==> config.mk <==
export PLATFORM = sky130hd
export DESIGN_NAME = lcd_write_scheduler
export DESIGN_NICKNAME = d
export VERILOG_FILES = /design/src/rtl/lcd_kbd_pkg.sv /design/src/rtl/kbd_char_fifo.sv /design/src/rtl/lcd_write_scheduler.sv
export SDC_FILE = /design/constraint.sdc
export NUM_CORES = 1
export LEC_CHECK = 0
export CAP_MARGIN = 20
export CORE_MARGIN = 2
export CORE_UTILIZATION = 30
export DETAILED_ROUTE_END_ITERATION = 16
export GPL_TIMING_DRIVEN = 1
export HOLD_SLACK_MARGIN = 0.08
export SETUP_SLACK_MARGIN = 0.2
export SLEW_MARGIN = 20
export SYNTH_ARGS = -nofsm -noshare
export SYNTH_HDL_FRONTEND = slang
export SYNTH_SLANG_ARGS = --single-unit
==> constraint.sdc <==
create_clock -name clk -period 2.81 [get_ports clk]
set_input_delay 0.281 -clock clk [delete_from_list [all_inputs] [get_ports clk]]
set_output_delay 0.281 -clock clk [all_outputs]
set_load 0.03 [all_outputs]
==> src/rtl/lcd_kbd_pkg.sv <==
// Shared constants, writer state encoding and PS/2 set-2 scan-code translation
// for the keyboard-to-LCD write path.
package lcd_kbd_pkg;

   localparam logic [7:0] SC_BREAK    = 8'hF0;
   localparam logic [7:0] SC_EXT      = 8'hE0;
   localparam logic [7:0] CMD_LINE0   = 8'h80;
   localparam logic [7:0] CMD_LINE1   = 8'hC0;
   // ASCII LF never comes out of the character map, so it is free to mark Enter.
   localparam logic [7:0] TOK_NEWLINE = 8'h0A;

   typedef enum logic [2:0] {
      ST_IDLE,
      ST_ISSUE,
      ST_WAIT_ACK,
      ST_WAIT_DONE,
      ST_CURSOR_ISSUE,
      ST_CURSOR_ACK,
      ST_CURSOR_DONE
   } wr_state_e;

   typedef struct packed {
      logic       valid;
      logic [7:0] ch;
   } xlate_t;

   function automatic logic [7:0] cursor_cmd(input logic line);
      return line ? CMD_LINE1 : CMD_LINE0;
   endfunction

   function automatic xlate_t scan_to_ascii(input logic [7:0] sc);
      xlate_t r;
      r.valid = 1'b1;
      r.ch    = 8'h00;
      case (sc)
         8'h1C: r.ch = "A";
         8'h32: r.ch = "B";
         8'h21: r.ch = "C";
         8'h23: r.ch = "D";
         8'h24: r.ch = "E";
         8'h2B: r.ch = "F";
         8'h34: r.ch = "G";
         8'h33: r.ch = "H";
         8'h43: r.ch = "I";
         8'h3B: r.ch = "J";
         8'h42: r.ch = "K";
         8'h4B: r.ch = "L";
         8'h3A: r.ch = "M";
         8'h31: r.ch = "N";
         8'h44: r.ch = "O";
         8'h4D: r.ch = "P";
         8'h15: r.ch = "Q";
         8'h2D: r.ch = "R";
         8'h1B: r.ch = "S";
         8'h2C: r.ch = "T";
         8'h3C: r.ch = "U";
         8'h2A: r.ch = "V";
         8'h1D: r.ch = "W";
         8'h22: r.ch = "X";
         8'h35: r.ch = "Y";
         8'h1A: r.ch = "Z";
         8'h45: r.ch = "0";
         8'h16: r.ch = "1";
         8'h1E: r.ch = "2";
         8'h26: r.ch = "3";
         8'h25: r.ch = "4";
         8'h2E: r.ch = "5";
         8'h36: r.ch = "6";
         8'h3D: r.ch = "7";
         8'h3E: r.ch = "8";
         8'h46: r.ch = "9";
         8'h29: r.ch = 8'h20;
         8'h5A: r.ch = TOK_NEWLINE;
         default: r.valid = 1'b0;
      endcase
      return r;
   endfunction

endpackage

==> src/rtl/kbd_char_fifo.sv <==
// Synchronous character FIFO; a pop in the same cycle as a push on a full
// buffer frees the slot first so the push is accepted.
module kbd_char_fifo #(
   parameter int DEPTH = 8,
   parameter int WIDTH = 8
) (
   input  logic             clk,
   input  logic             i_rst,
   input  logic             i_push,
   input  logic [WIDTH-1:0] i_wdata,
   input  logic             i_pop,
   output logic [WIDTH-1:0] o_rdata,
   output logic             o_full,
   output logic             o_empty
);

   localparam int AW = $clog2(DEPTH);

   logic [AW:0]      r_wr_ptr;
   logic [AW:0]      r_rd_ptr;
   logic [WIDTH-1:0] r_mem [DEPTH];
   logic             w_do_pop;
   logic             w_do_push;

   assign o_empty   = (r_wr_ptr == r_rd_ptr);
   assign o_full    = (r_wr_ptr[AW] != r_rd_ptr[AW]) &&
                      (r_wr_ptr[AW-1:0] == r_rd_ptr[AW-1:0]);
   assign w_do_pop  = i_pop && !o_empty;
   assign w_do_push = i_push && (!o_full || w_do_pop);
   assign o_rdata   = r_mem[r_rd_ptr[AW-1:0]];

   // NOTE: sequential state uses <= so every register samples pre-edge values.
   always_ff @(posedge clk) begin
      if (i_rst) begin
         r_wr_ptr <= '0;
         r_rd_ptr <= '0;
      end else begin
         if (w_do_push) r_wr_ptr <= r_wr_ptr + 1'b1;
         if (w_do_pop)  r_rd_ptr <= r_rd_ptr + 1'b1;
      end
   end

   // NOTE: storage is not reset; the pointers alone define which entries are valid.
   always_ff @(posedge clk) begin
      if (w_do_push) r_mem[r_wr_ptr[AW-1:0]] <= i_wdata;
   end

endmodule

==> src/rtl/lcd_write_scheduler.sv <==
// Decodes released PS/2 keys into characters, buffers them and writes them to
// an HD44780-style LCD driver with line wrapping and ack timeout.
module lcd_write_scheduler
   import lcd_kbd_pkg::*;
#(
   parameter int FIFO_DEPTH  = 8,
   parameter int LINE_LEN    = 16,
   parameter int ACK_TIMEOUT = 255
) (
   input  logic       clk,
   input  logic       internal_reset,
   input  logic [7:0] scan_code,
   input  logic       scan_valid,
   input  logic       lcd_busy,
   output logic [7:0] lcd_data,
   output logic       lcd_rs,
   output logic       lcd_start,
   output logic       overflow,
   output logic       ack_error
);

   localparam int COL_W = $clog2(LINE_LEN + 1);
   localparam int ACK_W = $clog2(ACK_TIMEOUT + 1);
   localparam logic [COL_W-1:0] COL_LAST = COL_W'(LINE_LEN - 1);
   localparam logic [ACK_W-1:0] ACK_LAST = ACK_W'(ACK_TIMEOUT - 1);

   wr_state_e        r_state;
   wr_state_e        w_state_nxt;
   logic [7:0]       r_data;
   logic [7:0]       w_data_nxt;
   logic             r_rs;
   logic             w_rs_nxt;
   logic [COL_W-1:0] r_col;
   logic [COL_W-1:0] w_col_nxt;
   logic             r_line;
   logic             w_line_nxt;
   logic [ACK_W-1:0] r_ack_cnt;
   logic [ACK_W-1:0] w_ack_cnt_nxt;
   logic             r_ack_error;
   logic             w_ack_error_nxt;
   logic             r_overflow;
   logic             r_brk;
   logic             r_ext;

   xlate_t           w_xlate;
   logic             w_is_prefix;
   logic             w_push;
   logic             w_pop;
   logic             w_full;
   logic             w_empty;
   logic [7:0]       w_head;

   // ---------------- scan-code decoder ----------------
   assign w_is_prefix = (scan_code == SC_BREAK) || (scan_code == SC_EXT);
   assign w_xlate     = scan_to_ascii(scan_code);
   assign w_push      = scan_valid && !w_is_prefix && r_brk && !r_ext && w_xlate.valid;

   always_ff @(posedge clk) begin
      if (internal_reset) begin
         r_brk <= 1'b0;
         r_ext <= 1'b0;
      end else if (scan_valid) begin
         if (scan_code == SC_BREAK) begin
            r_brk <= 1'b1;
         end else if (scan_code == SC_EXT) begin
            r_ext <= 1'b1;
         end else begin
            r_brk <= 1'b0;
            r_ext <= 1'b0;
         end
      end
   end

   kbd_char_fifo #(
      .DEPTH (FIFO_DEPTH),
      .WIDTH (8)
   ) u_fifo (
      .clk     (clk),
      .i_rst   (internal_reset),
      .i_push  (w_push),
      .i_wdata (w_xlate.ch),
      .i_pop   (w_pop),
      .o_rdata (w_head),
      .o_full  (w_full),
      .o_empty (w_empty)
   );

   always_ff @(posedge clk) begin
      if (internal_reset)                  r_overflow <= 1'b0;
      else if (w_push && w_full && !w_pop) r_overflow <= 1'b1;
   end

   // ---------------- writer FSM ----------------
   always_ff @(posedge clk) begin
      if (internal_reset) begin
         r_state     <= ST_IDLE;
         r_data      <= 8'h00;
         r_rs        <= 1'b0;
         r_col       <= '0;
         r_line      <= 1'b0;
         r_ack_cnt   <= '0;
         r_ack_error <= 1'b0;
      end else begin
         r_state     <= w_state_nxt;
         r_data      <= w_data_nxt;
         r_rs        <= w_rs_nxt;
         r_col       <= w_col_nxt;
         r_line      <= w_line_nxt;
         r_ack_cnt   <= w_ack_cnt_nxt;
         r_ack_error <= w_ack_error_nxt;
      end
   end

   always_comb begin
      // NOTE: every output of this block gets a default first so no latch is inferred.
      w_state_nxt     = r_state;
      w_data_nxt      = r_data;
      w_rs_nxt        = r_rs;
      w_col_nxt       = r_col;
      w_line_nxt      = r_line;
      w_ack_cnt_nxt   = r_ack_cnt;
      w_ack_error_nxt = r_ack_error;
      w_pop           = 1'b0;

      case (r_state)
         ST_IDLE: begin
            if (!w_empty && !lcd_busy) begin
               w_pop = 1'b1;
               if (w_head == TOK_NEWLINE) begin
                  w_line_nxt  = !r_line;
                  w_col_nxt   = '0;
                  w_rs_nxt    = 1'b0;
                  w_data_nxt  = cursor_cmd(!r_line);
                  w_state_nxt = ST_CURSOR_ISSUE;
               end else begin
                  w_rs_nxt    = 1'b1;
                  w_data_nxt  = w_head;
                  w_state_nxt = ST_ISSUE;
               end
            end
         end

         ST_ISSUE: begin
            w_ack_cnt_nxt = '0;
            w_state_nxt   = ST_WAIT_ACK;
         end

         ST_WAIT_ACK: begin
            if (lcd_busy) begin
               w_state_nxt = ST_WAIT_DONE;
            end else if (r_ack_cnt == ACK_LAST) begin
               w_ack_error_nxt = 1'b1;
               w_state_nxt     = ST_IDLE;
            end else begin
               w_ack_cnt_nxt = r_ack_cnt + 1'b1;
            end
         end

         ST_WAIT_DONE: begin
            if (!lcd_busy) begin
               if (r_col == COL_LAST) begin
                  // Line full: wrap to the other line before taking the next character.
                  w_line_nxt  = !r_line;
                  w_col_nxt   = '0;
                  w_rs_nxt    = 1'b0;
                  w_data_nxt  = cursor_cmd(!r_line);
                  w_state_nxt = ST_CURSOR_ISSUE;
               end else begin
                  w_col_nxt   = r_col + 1'b1;
                  w_state_nxt = ST_IDLE;
               end
            end
         end

         ST_CURSOR_ISSUE: begin
            w_ack_cnt_nxt = '0;
            w_state_nxt   = ST_CURSOR_ACK;
         end

         ST_CURSOR_ACK: begin
            if (lcd_busy) begin
               w_state_nxt = ST_CURSOR_DONE;
            end else if (r_ack_cnt == ACK_LAST) begin
               w_ack_error_nxt = 1'b1;
               w_state_nxt     = ST_IDLE;
            end else begin
               w_ack_cnt_nxt = r_ack_cnt + 1'b1;
            end
         end

         ST_CURSOR_DONE: begin
            if (!lcd_busy) w_state_nxt = ST_IDLE;
         end

         default: w_state_nxt = ST_IDLE;
      endcase
   end

   assign lcd_start = (r_state == ST_ISSUE) || (r_state == ST_CURSOR_ISSUE);
   assign lcd_data  = r_data;
   assign lcd_rs    = r_rs;
   assign overflow  = r_overflow;
   assign ack_error = r_ack_error;

endmodule

==> results by group, run 1 <==
Drt
  • Number of vias in the routed layout: 3,908
  • DRC errors left: 0
  • Number of nets still failing antenna checks after routing: 0
  • WL/cell: 16.1 um
  • Drt total wl: 12.3 mm
  • Drt pass-1 iters: 5
  • Iter 0 DRT Violations: 214
  • Vias per cell: 5.14

Finish
  • Area added between synthesis and finish: 22.9%
  • Diodes inserted: 0
  • Nets@finish: 553
  • Multi-input combinational cell area: 2420 um^2
  • Area of all sequential standard cells: 2500 um^2
  • Share of the core filled with cells in the final layout: 0.377
  • Top library cells by usage in the layout, fill and taps aside: sky130_fd_sc_hd__buf_4 (56), sky130_fd_sc_hd__edfxtp_1 (56), sky130_fd_sc_hd__nor2_1 (44)
  • Share of post-route cells with drive strength above 1: 0.214
  • Fillers: 1,640

Synthesis
  • Post-synthesis sequential area ratio: 0.492
  • Post-synthesis mux area share: 0.0956
  • Cell Area, Synth: around 5000 um^2
  • Top cells by area in the synthesized netlist: sky130_fd_sc_hd__edfxtp_1 (33%), sky130_fd_sc_hd__dfxtp_1 (16%), sky130_fd_sc_hd__mux4_2 (6.2%)
  • Count of flip-flops with a built-in enable after synthesis: 56
  • XOR/XNOR share of the synthesized area: 0.0224
  • Post-synthesis simple-gate area fraction: 0.213
  • Mapped Avg Cell Area: 10.7 um^2
  • Post-synthesis cell type with the largest combined area: sky130_fd_sc_hd__edfxtp_1
  • Largest family of logic cells by synthesized area: simple AND/OR/NAND/NOR gates
  • Synthesized-area fraction occupied by adder cells: 0.0123
  • Ys Warns: 0
  • Syn Nets: between 400 and 500
  • Dominant synthesized flop cell: sky130_fd_sc_hd__edfxtp_1
  • Cell count after synthesis: 474
  • Top cell type's share of synthesized area: 0.330
  • Asr flop ratio synth: 0
  • Cell variety after synth: 72
  • Share of the synthesized area in compound gates (AO/OA/AOI/OAI): 0.127
  • Yosys reg bits: 97

STA
  • Setup TNS: 0 ns
  • Setup repair after global routing missed its margin: false
  • Final count of negative-setup-slack endpoints: 0
  • Hold violation total from the final report: 0
  • Ratio of final minimum period to clock period: 0.906
  • Largest clock skew in the final design: around 0.009 ns
  • Slew margin rel.: 0.600
  • Final count of pins violating max slew: 0
  • Fmax: ~0.39 GHz
  • Worst Max-Slew Pin Slew: 0.592 ns
  • Final critical delay including setup and external delays: 2.55 ns

Clock network
  • Clk_lat worst skew: 0.35 ns
  • Clock buffer count from CTS: 9
  • CTS Buffer Depth: 2
  • H-tree depth reported by CTS: 3
  • Clock transition at the registers of the reported paths: 0.07 ns
  • TritonCTS clock tree: yes
  • TritonCTS Sinks: 97
  • Clock root buffer: sky130_fd_sc_hd__clkbuf_16
  • Post-cts hold buffer count: 0

Floorplanning
  • Site row count: 47
  • Core Box Area: 16,600 um^2
  • Floorplan die area: approximately 18,000 um^2
  • Die boundary width: 134 um
  • Die span in y: roughly 130 um
  • Starting Density: 0.307
  • Total I/O pin count: 24

Hold path
  • Number of stages on the worst hold path: 2
  • Min-delay worst type: flip-flop to flip-flop

Place
  • Estimated wirelength of the detail-placed design: between 9 and 10 mm
  • Placer's final routability congestion estimate: 0.879
  • Number of input and output port buffers inserted: 23

Power
  • Comb pwr share: 0.090
  • Power density cells: 478 nW/um^2
  • Largest vdd supply drop: 0.298 mV
  • Clock power share: 0.403
  • Sequential cell fraction of total power: 0.507
  • Leakage power: 2.15 nW
  • Power dissipated by switching net loads: 705 uW
  • Share of total power consumed by net switching: 0.236
  • Internal power component: 2.29 mW

Setup path
  • Endpoint arrival time on the critical path: 2.59 ns
  • Maximum fanout along the worst path: 7
  • Type of element launching the critical path: input pin
  • Termination of the worst setup path: u_fifo.r_mem[3][0]
  • Critical path class: input pin to flip-flop
  • Worst setup path start: scan_code[6]
  • Worst reg2reg endpoint: u_fifo.r_mem[0][0]
  • Worst R2R Path Depth: 5
  • Worst flop-to-flop path startpoint: r_state[1]
  • Worst Path Required: 2.85 ns
  • Crit. End Element: flip-flop
  • Register-to-Register Setup Slack: 0.35 ns

Global route
  • GR Util All Layers: 0.138
  • Via count of the first global-routing pass: 3,816
  • Sum of overflow across all layers after global routing: 0
  • First-pass GRT wire length: 19.5 mm
  • Number of antenna violations at the first check in global routing: 0
  • Pin count of the biggest net entering global routing: 34

Status
  • Result of the run: completed

Job
  • Maximum capacitance violations: 0
final cells by class:
cell class	count	share of cell area
clock buffers	10	0.0400
clock inverters	6	0.00760
inverters	7	0.00420
multi-input cells	338	0.387
flip-flops and latches	97	0.400
well taps	220	0.0440
repair buffers	83	0.117
registers in the layout, indices dropped and copies added (netlist names), named ones only:
signal           flops
ack_error            1
lcd_data             8
lcd_rs               1
overflow             1
r_ack_cnt            8
r_brk                1
r_col                5
r_ext                1
r_line               1
r_state              3
u_fifo.r_mem        56
u_fifo.r_rd_ptr      4
u_fifo.r_wr_ptr      4
synthesized netlist by cell type, types with 4 or more instances:
| cell type | instances |
|---|---|
| sky130_fd_sc_hd__o21ai_0 | 15 |
| sky130_fd_sc_hd__xor2_1 | 7 |
| sky130_fd_sc_hd__buf_4 | 5 |
| sky130_fd_sc_hd__a22oi_1 | 5 |
| sky130_fd_sc_hd__nor3b_1 | 5 |
| sky130_fd_sc_hd__or3_1 | 4 |
| sky130_fd_sc_hd__o22ai_1 | 6 |
| sky130_fd_sc_hd__buf_2 | 6 |
| sky130_fd_sc_hd__inv_1 | 7 |
| sky130_fd_sc_hd__xnor2_1 | 6 |
| sky130_fd_sc_hd__mux4_2 | 14 |
| sky130_fd_sc_hd__dfxtp_1 | 41 |
| sky130_fd_sc_hd__ha_1 | 5 |
| sky130_fd_sc_hd__mux2i_1 | 10 |
| sky130_fd_sc_hd__nor3_1 | 15 |
| sky130_fd_sc_hd__nor2b_1 | 13 |
| sky130_fd_sc_hd__mux2_2 | 5 |
| sky130_fd_sc_hd__nand3_1 | 16 |
| sky130_fd_sc_hd__clkbuf_1 | 17 |
| sky130_fd_sc_hd__edfxtp_1 | 56 |
| sky130_fd_sc_hd__nand3b_1 | 7 |
| sky130_fd_sc_hd__nor2_1 | 45 |
| sky130_fd_sc_hd__a21oi_1 | 35 |
| sky130_fd_sc_hd__nand2b_1 | 23 |
| sky130_fd_sc_hd__nand2_1 | 29 |
per-stage QoR:
step	area, um^2	total power [mW]	std cells	setup slack [ns]	hold slack [ns]
2_1_floorplan	5090	1.70	474	0.283	0.422
3_3_place_gp	5920	1.81	743	-0.0909	0.433
3_5_place_dp	5920	1.81	743	-0.219	0.441
4_1_cts	6220	3.02	759	0.199	0.452
5_1_grt	6250	3.10	761	0.183	0.476
6_report	6250	2.99	761	0.264	0.448
power groups by stage:
stage          logic [mW]  registers, mW  clock network, mW
2_1_floorplan       0.157           1.54                  0
4_1_cts             0.266           1.52               1.23
3_3_place_gp        0.262           1.55                  0
5_1_grt             0.293           1.52               1.29
6_report            0.271           1.52               1.20
3_5_place_dp        0.265           1.55                  0
worst min path at each step:
stage | startpoint | end | slack (ns)
2_1_floorplan | scan_valid | r_brk | 0.42
3_3_place_gp | lcd_rs | lcd_rs | 0.43
3_5_place_dp | r_col[4] | r_col[4] | 0.44
4_1_cts | lcd_rs | lcd_rs | 0.45
5_1_grt | r_col[4] | r_col[4] | 0.48
6_report | r_col[4] | r_col[4] | 0.45
cells by family (layout without fill, tap and decap cells):
group / Yosys count / after routing
AO/OA/AOI/OAI: 98 / 99
XOR/XNOR: 13 / 13
adder cells (fa/ha/maj): 5 / 5
buffers and inverters: 40 / 106
flip-flops: 97 / 97
multiplexers: 30 / 30
AND/OR/NAND/NOR: 191 / 191
routing by layer:
metal  wire (um)  share of wire  vias up  GRT usage
met3         454          0.037       17     0.0253
met2        6060           0.49       81      0.235
met1        5480           0.45     1904      0.171
li1            -              -     1906          -
met5           0              0        -          0
met4         274          0.022        0     0.0573
repair_timing:
action	CTS	global route
hold endpoints to repair	0	0
gates resized for setup	2	6
setup buffers	0	1
endpoints found under the setup margin	14	57
gates cloned	0	1
pin swaps	0	3
critical path: stages:
cell	delay, ns
sky130_fd_sc_hd__clkdlybuf4s50_1	0.47
sky130_fd_sc_hd__or4b_1	0.58
sky130_fd_sc_hd__a2bb2oi_1	0.19
sky130_fd_sc_hd__o22a_1	0.21
sky130_fd_sc_hd__and4b_2	0.26
sky130_fd_sc_hd__a21oi_4	0.23
sky130_fd_sc_hd__and4b_2	0.38
Note: power is estimated with default switching activity, not from simulation.
==> run 2, diff against run 1 <==
ABC_CLOCK_PERIOD_IN_PS = 2810   (was not set)
CTS_BUF_LIST = sky130_fd_sc_hd__clkbuf_16   (was not set)
==> results of run 2 <==
Same layout as run 1: the final DEF is identical, and so are final timing and power.
